File: config.mk
export PLATFORM = sky130hd
export DESIGN_NAME = usb_tx_timer_p
export DESIGN_NICKNAME = d
export VERILOG_FILES = /design/src/rtl/usb_tx_pkg.sv /design/src/rtl/usb_mod_counter.sv /design/src/rtl/usb_tx_timer_p.sv
export SDC_FILE = /design/constraint.sdc
export NUM_CORES = 1
export LEC_CHECK = 0
export CORE_MARGIN = 2
export CORE_UTILIZATION = 56
export CTS_BUF_LIST = sky130_fd_sc_hd__clkbuf_2 sky130_fd_sc_hd__clkbuf_4 sky130_fd_sc_hd__clkbuf_8
export CTS_CLUSTER_SIZE = 30
export DETAILED_ROUTE_END_ITERATION = 12
export PLACE_DENSITY = 0.82
export SYNTH_ARGS = -nofsm -noshare
export SYNTH_HDL_FRONTEND = slang
export SYNTH_SLANG_ARGS = --single-unit
export TNS_END_PERCENT = 5
File: constraint.sdc
create_clock -name clk -period 2.5 [get_ports clk]
set_input_delay 0.375 -clock clk [delete_from_list [all_inputs] [get_ports clk]]
set_output_delay 0.375 -clock clk [all_outputs]
set_load 0.02 [all_outputs]
File: src/rtl/usb_tx_pkg.sv
// Shared types and default sizing for the USB transmit timing blocks.
package usb_tx_pkg;

    typedef enum logic [1:0] {
        IDLE = 2'd0,
        RUN  = 2'd1,
        DONE = 2'd2
    } state_t;

    localparam int unsigned DEF_CLKS_PER_BIT  = 8;
    localparam int unsigned DEF_BITS_PER_BYTE = 8;
    localparam int unsigned DEF_CNT_W         = 8;

endpackage

File: src/rtl/usb_mod_counter.sv
// Modulo-MOD counter with enable and synchronous clear; wrap_c flags the enabled edge that returns to 0.
module usb_mod_counter #(
    parameter int unsigned MOD = 8
) (
    input  logic clk,
    input  logic rst,
    input  logic clr,
    input  logic en,
    output logic wrap_c
);

    localparam int unsigned W = (MOD > 1) ? $clog2(MOD) : 1;
    localparam logic [W-1:0] LAST = W'(MOD - 1);

    logic [W-1:0] cnt;

    assign wrap_c = en && !clr && (cnt == LAST);

    always_ff @(posedge clk or posedge rst) begin
        if (rst) begin
            cnt <= '0;
        end else if (clr) begin
            cnt <= '0;
        end else if (en) begin
            cnt <= (cnt == LAST) ? '0 : cnt + W'(1);
        end
    end

endmodule

File: src/rtl/usb_tx_timer_p.sv
// Bit/byte timing for a USB transmitter: bit strobes, stuff-bit periods, byte loads and end-of-data.
module usb_tx_timer_p
    import usb_tx_pkg::*;
#(
    parameter int unsigned CLKS_PER_BIT  = DEF_CLKS_PER_BIT,
    parameter int unsigned BITS_PER_BYTE = DEF_BITS_PER_BYTE,
    parameter int unsigned CNT_W         = DEF_CNT_W
) (
    input  logic             clk,
    input  logic             rst,
    input  logic             tim_clr,
    input  logic             tim_en,
    input  logic             stuff_req,
    input  logic [CNT_W-1:0] byte_total,
    output logic             bit_strobe,
    output logic             stuff_bit,
    output logic             load_byte,
    output logic [CNT_W-1:0] byte_cnt,
    output logic             eod
);

    state_t           state;
    logic [CNT_W-1:0] total;
    logic             eod_pend;

    logic             clk_en_c;
    logic             boundary_c;
    logic             bit_en_c;
    logic             byte_wrap_c;
    logic [CNT_W-1:0] byte_nxt_c;

    // A zero-length packet never runs the bit clock; it only waits one enabled edge in RUN.
    assign clk_en_c   = tim_en && !tim_clr &&
                        ((state == IDLE) || ((state == RUN) && (total != '0)));
    assign bit_en_c   = boundary_c && !stuff_bit;
    assign byte_nxt_c = byte_cnt + CNT_W'(1);

    usb_mod_counter #(.MOD(CLKS_PER_BIT)) u_clk_cnt (
        .clk    (clk),
        .rst    (rst),
        .clr    (tim_clr),
        .en     (clk_en_c),
        .wrap_c (boundary_c)
    );

    usb_mod_counter #(.MOD(BITS_PER_BYTE)) u_bit_cnt (
        .clk    (clk),
        .rst    (rst),
        .clr    (tim_clr),
        .en     (bit_en_c),
        .wrap_c (byte_wrap_c)
    );

    always_ff @(posedge clk or posedge rst) begin
        if (rst) begin
            state      <= IDLE;
            total      <= '0;
            eod_pend   <= 1'b0;
            bit_strobe <= 1'b0;
            stuff_bit  <= 1'b0;
            load_byte  <= 1'b0;
            byte_cnt   <= '0;
            eod        <= 1'b0;
        end else if (tim_clr) begin
            state      <= IDLE;
            total      <= '0;
            eod_pend   <= 1'b0;
            bit_strobe <= 1'b0;
            stuff_bit  <= 1'b0;
            load_byte  <= 1'b0;
            byte_cnt   <= '0;
            eod        <= 1'b0;
        end else begin
            bit_strobe <= 1'b0;
            load_byte  <= 1'b0;
            case (state)
                IDLE: begin
                    if (tim_en) begin
                        state <= RUN;
                        total <= byte_total;
                    end
                end
                RUN: begin
                    if (tim_en && (total == '0)) begin
                        state <= DONE;
                        eod   <= 1'b1;
                    end else if (boundary_c) begin
                        bit_strobe <= 1'b1;
                        // A stuff bit requested on the last byte defers eod to the end of that stuff period.
                        if (eod_pend) begin
                            state     <= DONE;
                            eod       <= 1'b1;
                            eod_pend  <= 1'b0;
                            stuff_bit <= 1'b0;
                        end else begin
                            stuff_bit <= stuff_req;
                            if (byte_wrap_c) begin
                                load_byte <= 1'b1;
                                byte_cnt  <= byte_nxt_c;
                                if (byte_nxt_c == total) begin
                                    if (stuff_req) begin
                                        eod_pend <= 1'b1;
                                    end else begin
                                        state <= DONE;
                                        eod   <= 1'b1;
                                    end
                                end
                            end
                        end
                    end
                end
                DONE: begin
                    eod <= 1'b1;
                end
                default: begin
                    state <= IDLE;
                end
            endcase
        end
    end

endmodule
==> impl_metrics.json <==
{
  "status": "complete, but fails checks",
  "violations": "design-rule violations",
  "drt_wl_total_um": 3600,
  "clk_path_buf_depth": 2,
  "ir_worst_vdd_uv": 514,
  "core_area_sq_um": 2810,
  "grt_max_degree": 30,
  "synthCells": 174,
  "seqCellArea_sq_um": 726,
  "cts_tree": "yes",
  "cpMaxStageDelayCell": "dfrtp_1",
  "antennaDiodeCount": 0,
  "post-place-ws_ps": 315,
  "synth-seq-cells": 29,
  "syn-mean-instance-area_sq_um": 9.65,
  "grt_pass1_vias": 1361,
  "timing.setup.tns_ps": 0,
  "crit_path_end_kind": "register",
  "synth_edf_count": 0,
  "ys_async_sr_fraction_pct": 100,
  "gp_congestion": 0.876,
  "cap_violations": 0,
  "first_pass_iters": 8,
  "seq_area_frac_synth_pct": 43.2,
  "drc_errors": 1,
  "path_clk_slew_ps": 100,
  "synth.distinct_cells": 47,
  "rsz0062_at_grt": "false",
  "crit_required_ps": 2740,
  "regToRegEndpoint": "eod_pend",
  "cts_sinks": 29,
  "fin_nets": 220,
  "cts_resized": 0,
  "grt_pass1_wl_um": 5840,
  "drive_gt1_share_pct": 10.8,
  "rows": 19,
  "mostFrequentLayoutCells": "dfrtp_1 (29), clkdlybuf4s50_1 (24), nor2_1 (20)",
  "dp_hpwl_um": 2700,
  "fillers": 215,
  "cts_buffers": 5,
  "p_per_area_nw_per_um2": 641,
  "synth_top_family_by_area": "simple AND/OR/NAND/NOR gates",
  "synthAdderAreaFrac_pct": 3.73,
  "syn_nets": 192,
  "crit_buf_inv": 0,
  "start_kind": "register",
  "synth_simple_gate_area_share_pct": 21.8,
  "syn_to_final_growth_pct": 20.6,
  "viasPerCell": 6.04,
  "wl_per_cell_um": 15.4,
  "worst_slack_ps": 279,
  "drt-initial-drc-count": 51,
  "startpoint": "byte_cnt[0]",
  "r2r_cells": 6,
  "path_depth": 6,
  "dieArea_sq_um": 3450,
  "overflow": 0,
  "report.final.slew_viol_count": 0,
  "final_common_cell": "dfrtp_1",
  "synth-compound-area-share_pct": 14.9,
  "postCtsHoldBufs": 0,
  "synth_top_cell_by_area": "dfrtp_1",
  "ant_nets": 0,
  "post_cts_buffers": 0,
  "leakagePower_uw": 0.000902,
  "final_hold_viol_count": 0,
  "crit_chain": "ha_1, nand3_1, or3_1, a21oi_1, o2111ai_2, o41ai_2",
  "critPathMaxStageDelay_ps": 510,
  "via_count": 1413,
  "fp.dieH_um": 58.8,
  "crit_family": "compound AO/OA/AOI/OAI gates",
  "fmax_mhz": 450,
  "synth_area_sq_um": 1680,
  "clock_skew_ps": 17.4,
  "yosys-mux-area-fraction_pct": 6.56,
  "grt_use_total_pct": 22.5,
  "holdWs_ps": 398,
  "ys_top_cells_by_area": "dfrtp_1 (43%), mux2i_1 (6.6%), nor2_1 (4.5%), ha_1 (3.7%), xnor2_1 (3.7%)",
  "finalSetupViolCount": 0,
  "cts_root_buf": "clkbuf_4",
  "slew_headroom_pct": 65.5,
  "critPathKind": "register to register",
  "r2r_setup_slack_ps": 280,
  "multi_input_area_sq_um": 893,
  "synth_flop_cell": "dfrtp_1",
  "fin_crit_sh_pct": 88.8,
  "yosysWarnings": 0,
  "synth_top_area_share_pct": 43.2,
  "clock_latency_ps": 340,
  "critPathArrivalTime_ps": 2460,
  "endpoint": "eod_pend",
  "period_minus_slack_ps": 2220,
  "dieWidth_um": 58.8,
  "start_util_pct": 59.9,
  "htree_levels": 2,
  "critPathMaxFanout": 8,
  "antenna_found_initial": 0,
  "tightest_slew_ps": 516,
  "synth-xor-area-share_pct": 6.26,
  "portBuffers": 24,
  "r2r-start": "byte_cnt[0]",
  "hold_class": "input port to async pin",
  "ioPinCount": 25
}
-- report_power, final --
group | leakage, uW | internal [uW] | switching (uW)
combinational | 0.000464 | 184 | 191
clock | 0.0000413 | 163 | 171
sequential | 0.000397 | 523 | 66.4
total | 0.000902 | 870 | 429
-- per-layer routing --
layer | wire length, um | up-vias | part of all wire, % | track usage, %
met4 | 66 | 0 | 1.8 | 10.4
met5 | 0 | - | 0 | 0
li1 | - | 676 | - | -
met1 | 1670 | 684 | 46 | 28.7
met3 | 168 | 10 | 4.7 | 5.93
met2 | 1690 | 43 | 47 | 35.6
-- per-stage QoR --
stage          cell area, sq um  util, %  total power [uW]  std cells
5_1_grt                    2020     72.2              1360        234
3_3_place_gp               1950     69.7               952        226
3_5_place_dp               1950     69.7               971        226
4_1_cts                    2020     72.2              1300        234
6_report                   2020     72.2              1300        234
2_1_floorplan              1680        -               867        174
-- area by class of cell --
| cell class | count | area share, % |
|---|---|---|
| clock buffers | 7 | 3.21 |
| flip-flops and latches | 29 | 35.8 |
| well taps | 31 | 1.92 |
| inverters | 7 | 1.30 |
| multi-input cells | 131 | 44.1 |
| clock inverters | 1 | 0.247 |
| repair buffers | 28 | 13.3 |
-- synth_stat cells (all sizes together) (2+ instances only) --
cell	count
a21oi	4
and2	2
and3	2
buf	3
clkbuf	4
dfrtp	29
ha	5
inv	7
mux2i	11
nand2	13
nand2b	7
nand3	6
nand3b	2
nor2	22
nor3b	2
o2111ai	2
o21ai	15
o31ai	4
or3	3
or4	2
xnor2	7
xor2	5
-- worst min-delay path, stage by stage --
cell and delay, ps:
clkdlybuf4s50_1 400, inv_1 50, buf_4 320
-- registers in the layout (all words and copies together), names as in the netlist --
signal and count:
eod 1, state 2, load_byte 1, eod_pend 1
stuff_bit 1, byte_cnt 8, u_bit_cnt.cnt 3, u_clk_cnt.cnt 3
bit_strobe 1, total 8
-- how the worst min path moves through the flow --
| stage | start | end | slack (ps) | cells after the start |
|---|---|---|---|---|
| 2_1_floorplan | rst | bit_strobe | 450 | 1 |
| 3_3_place_gp | eod | eod | 510 | 2 |
| 3_5_place_dp | eod | eod | 530 | 2 |
| 4_1_cts | rst | u_clk_cnt.cnt[1] | 420 | 3 |
| 5_1_grt | rst | byte_cnt[6] | 430 | 3 |
| 6_report | rst | eod | 400 | 3 |
-- cells by family after synthesis --
family / Yosys count
AO/OA/AOI/OAI: 35
XOR/XNOR: 12
adder cells (fa/ha/maj): 5
buffers and inverters: 14
flip-flops: 29
multiplexers: 11
AND/OR/NAND/NOR: 68
(Power assumes the default switching activity.)
